--- src/rtl/dzcpu_useq_pkg.sv ---
// Shared definitions for the dzcpu micro-sequencer: opcodes, micro-op field layout,
// flow-control codes and sequencer states.
package dzcpu_useq_pkg;

    localparam int UOP_W_DEF  = 13;
    localparam int ADDR_W_DEF = 8;

    // Micro-op layout: [12:9] flow, [8:4] op, [3:0] operand
    localparam int FLOW_MSB = 12;
    localparam int FLOW_LSB = 9;
    localparam int OP_MSB   = 8;
    localparam int OP_LSB   = 4;
    localparam int ARG_MSB  = 3;
    localparam int ARG_LSB  = 0;

    // Macro-opcodes
    localparam logic [7:0] MOP_NOP    = 8'h00;
    localparam logic [7:0] MOP_JRNZ_N = 8'h20;
    localparam logic [7:0] MOP_JRZ_N  = 8'h28;
    localparam logic [7:0] MOP_LDSPNN = 8'h31;
    localparam logic [7:0] MOP_BIT7H  = 8'h7C;
    localparam logic [7:0] MOP_CB     = 8'hCB;

    // Flow-control codes; any other value behaves as FLOW_OP
    localparam logic [3:0] FLOW_OP           = 4'h0;
    localparam logic [3:0] FLOW_INC          = 4'h1;
    localparam logic [3:0] FLOW_EOF          = 4'h2;
    localparam logic [3:0] FLOW_INC_EOF      = 4'h3;
    localparam logic [3:0] FLOW_EOF_FU       = 4'h4;
    localparam logic [3:0] FLOW_INC_EOF_FU   = 4'h5;
    localparam logic [3:0] FLOW_INC_EOF_Z    = 4'h6;
    localparam logic [3:0] FLOW_INC_EOF_NZ   = 4'h7;
    localparam logic [3:0] FLOW_UPDATE_FLAGS = 4'h8;
    localparam logic [3:0] FLOW_NOP          = 4'h9;

    localparam logic [4:0] UOP_JCB = 5'h1F;

    typedef enum logic [1:0] {
        ST_FETCH   = 2'd0,
        ST_EXEC    = 2'd1,
        ST_CBFETCH = 2'd2
    } useq_state_t;

endpackage

--- src/rtl/dzcpu_useq_flowdec.sv ---
// Combinational decode of a micro-op flow field into sequencing side-effect flags.
// Zero latency; no state, no backpressure.
module dzcpu_useq_flowdec
    import dzcpu_useq_pkg::*;
(
    input  logic [3:0] flow,
    output logic       pc_inc,
    output logic       flag_upd,
    output logic       eof,
    output logic       abort_on_z,
    output logic       abort_on_nz,
    output logic       no_exec
);

    always_comb begin
        pc_inc      = 1'b0;
        flag_upd    = 1'b0;
        eof         = 1'b0;
        abort_on_z  = 1'b0;
        abort_on_nz = 1'b0;
        no_exec     = 1'b0;
        case (flow)
            FLOW_INC:          pc_inc = 1'b1;
            FLOW_EOF:          eof = 1'b1;
            FLOW_INC_EOF: begin
                pc_inc = 1'b1;
                eof    = 1'b1;
            end
            FLOW_EOF_FU: begin
                flag_upd = 1'b1;
                eof      = 1'b1;
            end
            FLOW_INC_EOF_FU: begin
                pc_inc   = 1'b1;
                flag_upd = 1'b1;
                eof      = 1'b1;
            end
            // Conditional exits: the PC advances whether or not the flow aborts
            FLOW_INC_EOF_Z: begin
                pc_inc     = 1'b1;
                abort_on_z = 1'b1;
            end
            FLOW_INC_EOF_NZ: begin
                pc_inc      = 1'b1;
                abort_on_nz = 1'b1;
            end
            FLOW_UPDATE_FLAGS: flag_upd = 1'b1;
            FLOW_NOP:          no_exec = 1'b1;
            default:           ;
        endcase
    end

endmodule

--- src/rtl/dzcpu_useq.sv ---
// dzcpu microcode sequencer: opcode accepted at edge N issues its first micro-op in N+1; iStall
// freezes state/uPC and masks all side effects. DZCPU_USEQ_WDOG_EN adds a 64-issue watchdog.
module dzcpu_useq
    import dzcpu_useq_pkg::*;
#(
    parameter int UOP_W  = UOP_W_DEF,
    parameter int ADDR_W = ADDR_W_DEF
) (
    input  logic              iClock,
    input  logic              iReset,
    input  logic [7:0]        iMop,
    input  logic              iMopValid,
    input  logic [ADDR_W-1:0] iFlowIdx,
    input  logic [ADDR_W-1:0] iCbFlowIdx,
    input  logic [UOP_W-1:0]  iUop,
    input  logic              iZFlag,
    input  logic              iStall,
    output logic [7:0]        oLutMop,
    output logic [ADDR_W-1:0] oUopAddr,
    output logic [UOP_W-1:0]  oUop,
    output logic              oUopValid,
    output logic              oPcInc,
    output logic              oFlagUpdate,
    output logic              oMopDone,
    output logic              oFetchReady,
    output logic              oError
);

    useq_state_t       state, state_nxt;
    logic [ADDR_W-1:0] upc, upc_nxt;

    logic pc_inc, flag_upd, eof, abort_on_z, abort_on_nz, no_exec;
    logic run, skip, issue, done, is_jcb, wdog_trip;

    dzcpu_useq_flowdec u_flowdec (
        .flow        (iUop[FLOW_MSB:FLOW_LSB]),
        .pc_inc      (pc_inc),
        .flag_upd    (flag_upd),
        .eof         (eof),
        .abort_on_z  (abort_on_z),
        .abort_on_nz (abort_on_nz),
        .no_exec     (no_exec)
    );

    assign run    = (state == ST_EXEC) && !iStall;
    assign skip   = (abort_on_z && iZFlag) || (abort_on_nz && !iZFlag);
    assign issue  = run && !no_exec && !skip;
    assign is_jcb = (iUop[OP_MSB:OP_LSB] == UOP_JCB);

`ifdef DZCPU_USEQ_WDOG_EN
    logic [5:0] wdog_cnt;

    // Counts issued micro-ops of the current macro-op, including its CB half
    always_ff @(posedge iClock) begin
        if (iReset || state == ST_FETCH) begin
            wdog_cnt <= '0;
        end else if (issue) begin
            wdog_cnt <= wdog_cnt + 6'd1;
        end
    end

    assign wdog_trip = issue && (wdog_cnt == 6'd63) && !eof && !skip;
`else
    assign wdog_trip = 1'b0;
`endif

    assign done = run && (eof || skip || wdog_trip);

    always_comb begin
        state_nxt = state;
        upc_nxt   = upc;
        case (state)
            ST_FETCH: begin
                if (iMopValid && !iStall) begin
                    upc_nxt   = iFlowIdx;
                    state_nxt = ST_EXEC;
                end
            end
            ST_EXEC: begin
                if (run) begin
                    if (done) begin
                        state_nxt = ST_FETCH;
                    end else if (is_jcb) begin
                        state_nxt = ST_CBFETCH;
                    end else begin
                        upc_nxt = upc + ADDR_W'(1);
                    end
                end
            end
            ST_CBFETCH: begin
                if (iMopValid && !iStall) begin
                    upc_nxt   = iCbFlowIdx;
                    state_nxt = ST_EXEC;
                end
            end
            default: state_nxt = ST_FETCH;
        endcase
    end

    always_ff @(posedge iClock) begin
        if (iReset) begin
            state <= ST_FETCH;
            upc   <= '0;
        end else begin
            state <= state_nxt;
            upc   <= upc_nxt;
        end
    end

    assign oLutMop     = iMop;
    assign oUopAddr    = upc;
    assign oUop        = iUop;
    assign oUopValid   = issue;
    assign oPcInc      = run && pc_inc;
    assign oFlagUpdate = run && flag_upd;
    assign oMopDone    = done;
    assign oFetchReady = (state == ST_FETCH);
    assign oError      = wdog_trip;

endmodule

--- config.mk ---
export PLATFORM = sky130hd
export DESIGN_NAME = dzcpu_useq
export DESIGN_NICKNAME = d
export VERILOG_FILES = /design/src/rtl/dzcpu_useq_pkg.sv /design/src/rtl/dzcpu_useq_flowdec.sv /design/src/rtl/dzcpu_useq.sv
export SDC_FILE = /design/constraint.sdc
export NUM_CORES = 1
export LEC_CHECK = 0
export ABC_AREA = 0
export CAP_MARGIN = 20
export CORE_ASPECT_RATIO = 1.75
export CORE_MARGIN = 1
export CORE_UTILIZATION = 35
export CTS_CLUSTER_DIAMETER = 40
export DETAILED_ROUTE_END_ITERATION = 16
export GPL_TIMING_DRIVEN = 0
export HOLD_SLACK_MARGIN = 0.08
export PLACE_DENSITY = 0.84
export SYNTH_ARGS = -nofsm -noshare
export SYNTH_HDL_FRONTEND = slang
export SYNTH_SLANG_ARGS = --single-unit
--- constraint.sdc ---
create_clock -name iClock -period 2.24 [get_ports iClock]
set_input_delay 0.336 -clock iClock [delete_from_list [all_inputs] [get_ports iClock]]
set_output_delay 0.336 -clock iClock [all_outputs]
set_load 0.1 [all_outputs]
==> out/metrics.yaml, run 1 <==
finish:
  drive_above_1_share_pct: 23.2
  regArea_um2: 203
  n_fill_cell: 296
  synthToLayoutAreaGrowth_pct: 63.5
  design_area_um2: 1940
  multi_input_area_um2: 821
  nets: 261
  final_common_cell: "clkdlybuf4s50_1"
  antenna_cells: 0
  final_cell_mix: "clkdlybuf4s50_1, buf_4, nand2_1"
synth:
  netlist_top_cells_area: "dfxtp_1, buf_4, ha_1"
  synth_fp_nets: 194
  yosys.cell_types.count: 47
  syn_area_per_cell_um2: 8.13
  ys_seq_area_share_pct: 16.9
  async_reset_ff_share_pct: 0
  netlist_instances: 146
  ys.flop_type: "dfxtp_1"
  synth-seq-cells: 10
  synth_top_cell_area_share_pct: 16.9
  yosysTopAreaCell: "dfxtp_1"
  yosys_warnings: 0
  synth_edf_count: 0
  netlist_area_um2: 1190
critical_path:
  rrSetupSlack_ns: 0.24
  max_stage_delay_ns: 0.58
  critPathSlowestCell: "clkdlybuf4s50_1"
  reg2reg_from: "state[0]"
  worst_r2r_endpoint: "oUopAddr[6]"
  cp.required_ns: 1.90
  cp-end-kind: "primary output"
  rr_worst_depth: 7
  crit_type: "in2out"
  cp-start-kind: "primary input"
  worstPathMaxFanout: 4
  crit_chain: "clkdlybuf4s50_1 -> inv_1 -> nor4b_1 -> a311oi_4 -> buf_6"
  arrival_ns: 1.86
floorplan:
  coreArea_um2: 3180
  initial_core_util_pct: 37.4
  pin_count: 77
  die_h_um: 79.1
  die_area_um2: 3640
  fp.dieW_um: 46.0
  rows: 27
sta:
  max_freq_mhz: 455
  setup_ws_ns: 0.0415
  finalCritPeriodShare_pct: 98.1
  hold_viol_final: 0
  post-route-min-period_ns: 2.20
  maxSlewViolCount: 0
  slew_headroom_pct: 35.2
  fin_worst_skew_ns: 0.00480
  setup_viol: 0
  finalSetupTns_ns: 0
  rsz0062_at_grt: "no"
  worst-slew-pin-transition_ns: 0.969
  holdWs_ns: 0.525
pwr:
  p_leak_nw: 0.814
  vdd_drop_max_mv: 0.477
  finalPower_mw: 1.70
  p_per_area_nw_per_um2: 875
detailed_routing:
  antenna_left: 0
  vias: 1289
  wl_per_cell_um: 12.6
  viasPerCell: 5.07
  drt_iter0_drc: 24
  drt_pass1_iterations: 4
  drc: 0
  routed_wirelength_mm: 3.20
clock_tree:
  clk_path_buf_depth: 2
  worstSkewPairLatency_ns: 0.24
  root_buffer: "clkbuf_8"
  path_clk_slew_ns: 0.04
  cts_htree_levels: 1
  cts_tree: "yes"
  clock-sinks: 10
  holdBufCountCts: 0
  cts_made_buffers: 3
run_status:
  status: "finished clean"
min_path:
  worstHoldStart: "oUopAddr[1]"
  hold_class: "reg2reg"
  min_to: "oUopAddr[1]"
  worstHoldPathCells: 2
global_route:
  gr-usage-all-layers_pct: 18.3
  grt_overflow_total: 0
  met3_usage_pct: 3.41
  busiest_layer: "met2"
  grt.met1_usage_pct: 18.3
  grt_use_met2_pct: 34.8
  grt_pass1_vias: 1191
  antenna_found_initial: 0
  grt_pass1_wl_mm: 5.04
  grt_max_degree: 11
placed_design:
  portBuffers: 62
  place_congestion: 0.847
  hpwl_mm: 2.59
  dpl_worst_slack_ns: -0.863
  placed_area_um2: 1900
job:
  maxCapViolCount: 0
## flip-flops by register name, indices dropped and copies added, names as in the netlist
| signal | count |
|---|---|
| state | 2 |
| oUopAddr | 8 |
## area by class of cell
class	count	area share (%)
buffer	28	10.2
clock buffer	3	2.13
inverter	6	1.16
multi-input combinational	102	42.3
sequential	10	10.4
tap	43	2.77
timing repair buffer	62	31.1
## per-stage QoR
stage,utilization (%),instances
final,61.2,254
after global routing,61.2,254
after CTS,60.8,254
after detailed placement,60.0,251
after global placement,60.0,251
after floorplan,-,146
## worst max path at each step
| stage | from | to | cells after the start |
|---|---|---|---|
| CTS | iUop[9] | oUop[9] | 3 |
| detailed placement | iUop[9] | oMopDone | 5 |
| floorplan | state[1] | oUopValid | 6 |
| finish | iUop[12] | oUopValid | 5 |
| global placement | iUop[9] | oMopDone | 5 |
| global route | iUop[11] | oUop[11] | 3 |
## report_power, final
part / switching, mW / internal [mW] / leakage, nW
Clock: 0.0697 / 0.118 / 0.0216
Sequential: 0.0694 / 0.230 / 0.0829
Combinational: 0.825 / 0.388 / 0.710
Total: 0.964 / 0.736 / 0.814
## timing repair
action | 4_1_cts | 5_1_grt
buffers inserted | 0 | 0
gates resized for setup | 36 | 9
endpoints found under the setup margin | 14 | 6
endpoints found under the hold margin | 0 | 0
## cell usage after synthesis, types with 2 or more instances
cell type,number
o21a_1,2
nand4b_1,2
xor2_1,2
o21ai_1,2
nand2_1,10
and3_1,2
or3b_1,2
a21oi_1,2
o21bai_1,2
a211o_1,3
a311o_1,4
nand2b_1,9
a41o_1,2
ha_1,6
and2_1,2
buf_4,22
mux2i_1,6
and4_1,2
inv_1,6
dfxtp_1,10
o211ai_1,2
nor3_1,3
nand3_1,7
a311oi_1,2
nor2_1,8
nand3b_1,2
clkbuf_1,4
## critical path, delay by kind of cell
kind            cells  cell delay (ns)
compound gates      1             0.09
buf+inv             3             0.94
simple gates        1             0.49
## cells by family (layout without fill, tap and decap cells)
group	count (synthesis)	count (layout)	synth area share, %
flops	10	10	16.9
fa+ha+maj	6	6	6.32
xor+xnor	2	2	1.48
compound gates	30	30	22.0
buf+inv	34	99	18.4
mux	7	7	6.32
simple gates	56	56	28.2
other cells	1	1	0.316
## layer usage
layer	up-vias	share of wire [%]	wire length (um)
met5	-	0	0
met2	60	55	1770
met1	579	37	1180
met3	5	5.9	190
met4	0	1.9	61
li1	645	-	-
Note: power is estimated with default switching activity, not from simulation.
==> run 2, diff against run 1 <==
Settings changed: SKIP_LAST_GASP from default to 1.
==> out/metrics.yaml, run 2 (synthesized netlist as in run 1, its figures left out) <==
pwr:
  p_leak_nw: 0.811  # -0.42%
  p_per_area_nw_per_um2: 873  # -0.24%
  finalPower_mw: 1.69  # -0.50%
  vdd_drop_max_mv: 0.477  # about the same
sta:
  rsz0062_at_grt: "yes"
  holdWs_ns: 0.525  # unchanged
  post-route-min-period_ns: 2.20  # +0.00180 ns
  slew_headroom_pct: 35.0  # -0.13 points
  worst-slew-pin-transition_ns: 0.971  # +0.00198 ns
  hold_viol_final: 0  # unchanged
  max_freq_mhz: 454  # about the same
  maxSlewViolCount: 0  # unchanged
  fin_worst_skew_ns: 0.00314  # -0.00166 ns
  setup_viol: 0  # unchanged
  finalCritPeriodShare_pct: 98.2  # about the same
critical_path:
  critPathSlowestCell: "clkdlybuf4s15_1"
  cp.required_ns: 1.90  # about the same
  worstPathMaxFanout: 7  # +3
  max_stage_delay_ns: 0.80  # +0.22 ns
  arrival_ns: 1.86  # about the same
  crit_chain: "clkdlybuf4s50_1 -> buf_4 -> clkdlybuf4s15_1"
  cp-end-kind: "primary output"
  crit_type: "in2out"
  cp-start-kind: "primary input"
clock_tree:
  cts_tree: "yes"
  root_buffer: "clkbuf_8"
  clk_path_buf_depth: 2  # unchanged
  clock-sinks: 10  # unchanged
  worstSkewPairLatency_ns: 0.24  # about the same
  path_clk_slew_ns: 0.04  # about the same
  cts_htree_levels: 1  # unchanged
  cts_made_buffers: 3  # unchanged
  post_cts_buffers: 0  # unchanged
detailed_routing:
  vias: 1278  # -0.85%
  drc: 0  # unchanged
  routed_wirelength_mm: 3.17  # -0.94%
  viasPerCell: 5.03  # -0.85%
  antenna_left: 0  # unchanged
  drt_pass1_iterations: 4  # unchanged
  drt_iter0_drc: 18  # -25%
  wl_per_cell_um: 12.5  # -0.94%
finish:
  nets: 261  # unchanged
  final_cell_mix: "clkdlybuf4s50_1, buf_4, nand2_1"
  largest_reg_flops: 8  # unchanged
  final_common_cell: "clkdlybuf4s50_1"
  antenna_cells: 0  # unchanged
  drive_above_1_share_pct: 22.7  # -0.47 points
  synthToLayoutAreaGrowth_pct: 63.1
  n_fill_cell: 294  # -0.68%
placed_design:
  hpwl_mm: 2.59  # unchanged
  place_congestion: 0.847  # unchanged
  portBuffers: 62  # unchanged
global_route:
  grt_overflow_total: 0  # unchanged
  gr-usage-all-layers_pct: 18.3  # -0.060 points
  antenna_found_initial: 0  # unchanged
  grt_pass1_vias: 1191  # unchanged
  grt_pass1_wl_mm: 5.03  # -0.14%
  grt_max_degree: 11  # unchanged
floorplan:
  initial_core_util_pct: 37.4  # unchanged
  die_h_um: 79.1  # unchanged
  die_area_um2: 3640  # unchanged
  fp.dieW_um: 46.0  # unchanged
  pin_count: 77  # unchanged
  coreArea_um2: 3180  # unchanged
  rows: 27  # unchanged
min_path:
  hold_class: "reg2reg"
job:
  maxCapViolCount: 0  # unchanged
run_status:
  status: "finished clean"
## run 2: cell count changes in the layout (fill, tap and decap cells not counted)
| cell | before | now |
|---|---|---|
| buf_4 | 25 | 24 |
| dlygate4sd2_1 | 6 | 7 |
| nor3b_2 | 0 | 1 |
| nor3b_4 | 1 | 0 |
## run 2: critical path, delay by kind of cell
kind | cells | cell delay [ns]
buffers and inverters | 3 | 1.52
## run 2: where the power goes
group          total, mW  internal [mW]  switching, mW
clock              0.186          0.117         0.0682
combinational       1.21          0.385          0.822
sequential         0.299          0.230         0.0695
## run 2: metal layers
metal  share of wire [%]  GRT usage (%)
met5                   0              0
met4                 1.9           6.47
met3                 6.0           3.41
met2                  55           34.6
met1                  37           18.2
## run 2: worst paths after layout
| kind | end | cells past startpoint | slack [ns] | from |
|---|---|---|---|---|
| worst max register to register | oUopAddr[6] | 7 | 0.24 | state[0] |
| worst min-delay path | oUopAddr[1] | 2 | 0.52 | oUopAddr[1] |
| worst max-delay path | oUop[11] | 3 | 0.04 | iUop[11] |
| worst min register to register | oUopAddr[1] | 2 | 0.52 | oUopAddr[1] |
## run 2: through the flow
step	utilization [%]	instances	area [um2]	setup WS (ns)	TNS [ns]
floorplan	-	146	1230	0.0347	0
global placement	60.0	251	1900	-0.832	-4.40
detailed placement	60.0	251	1900	-0.863	-4.61
CTS	60.5	254	1920	-0.156	-0.156
global route	61.0	254	1940	-0.0514	-0.0580
finish	61.0	254	1940	0.0397	0
## run 2: area by class of cell
class                      count  area (um2)  area share (%)
multi-input combinational    102         815            42.1
timing repair buffer          62         604            31.2
sequential                    10         203            10.5
buffer                        28         198            10.2
tap                           43        53.8            2.78
clock buffer                   3        41.3            2.13
inverter                       6        22.5            1.16
## run 2: repair_timing
| action | in CTS | in global routing |
|---|---|---|
| endpoints found under the setup margin | 14 | 6 |
| gates resized for setup | 34 | 10 |
| hold buffers | 0 | 0 |
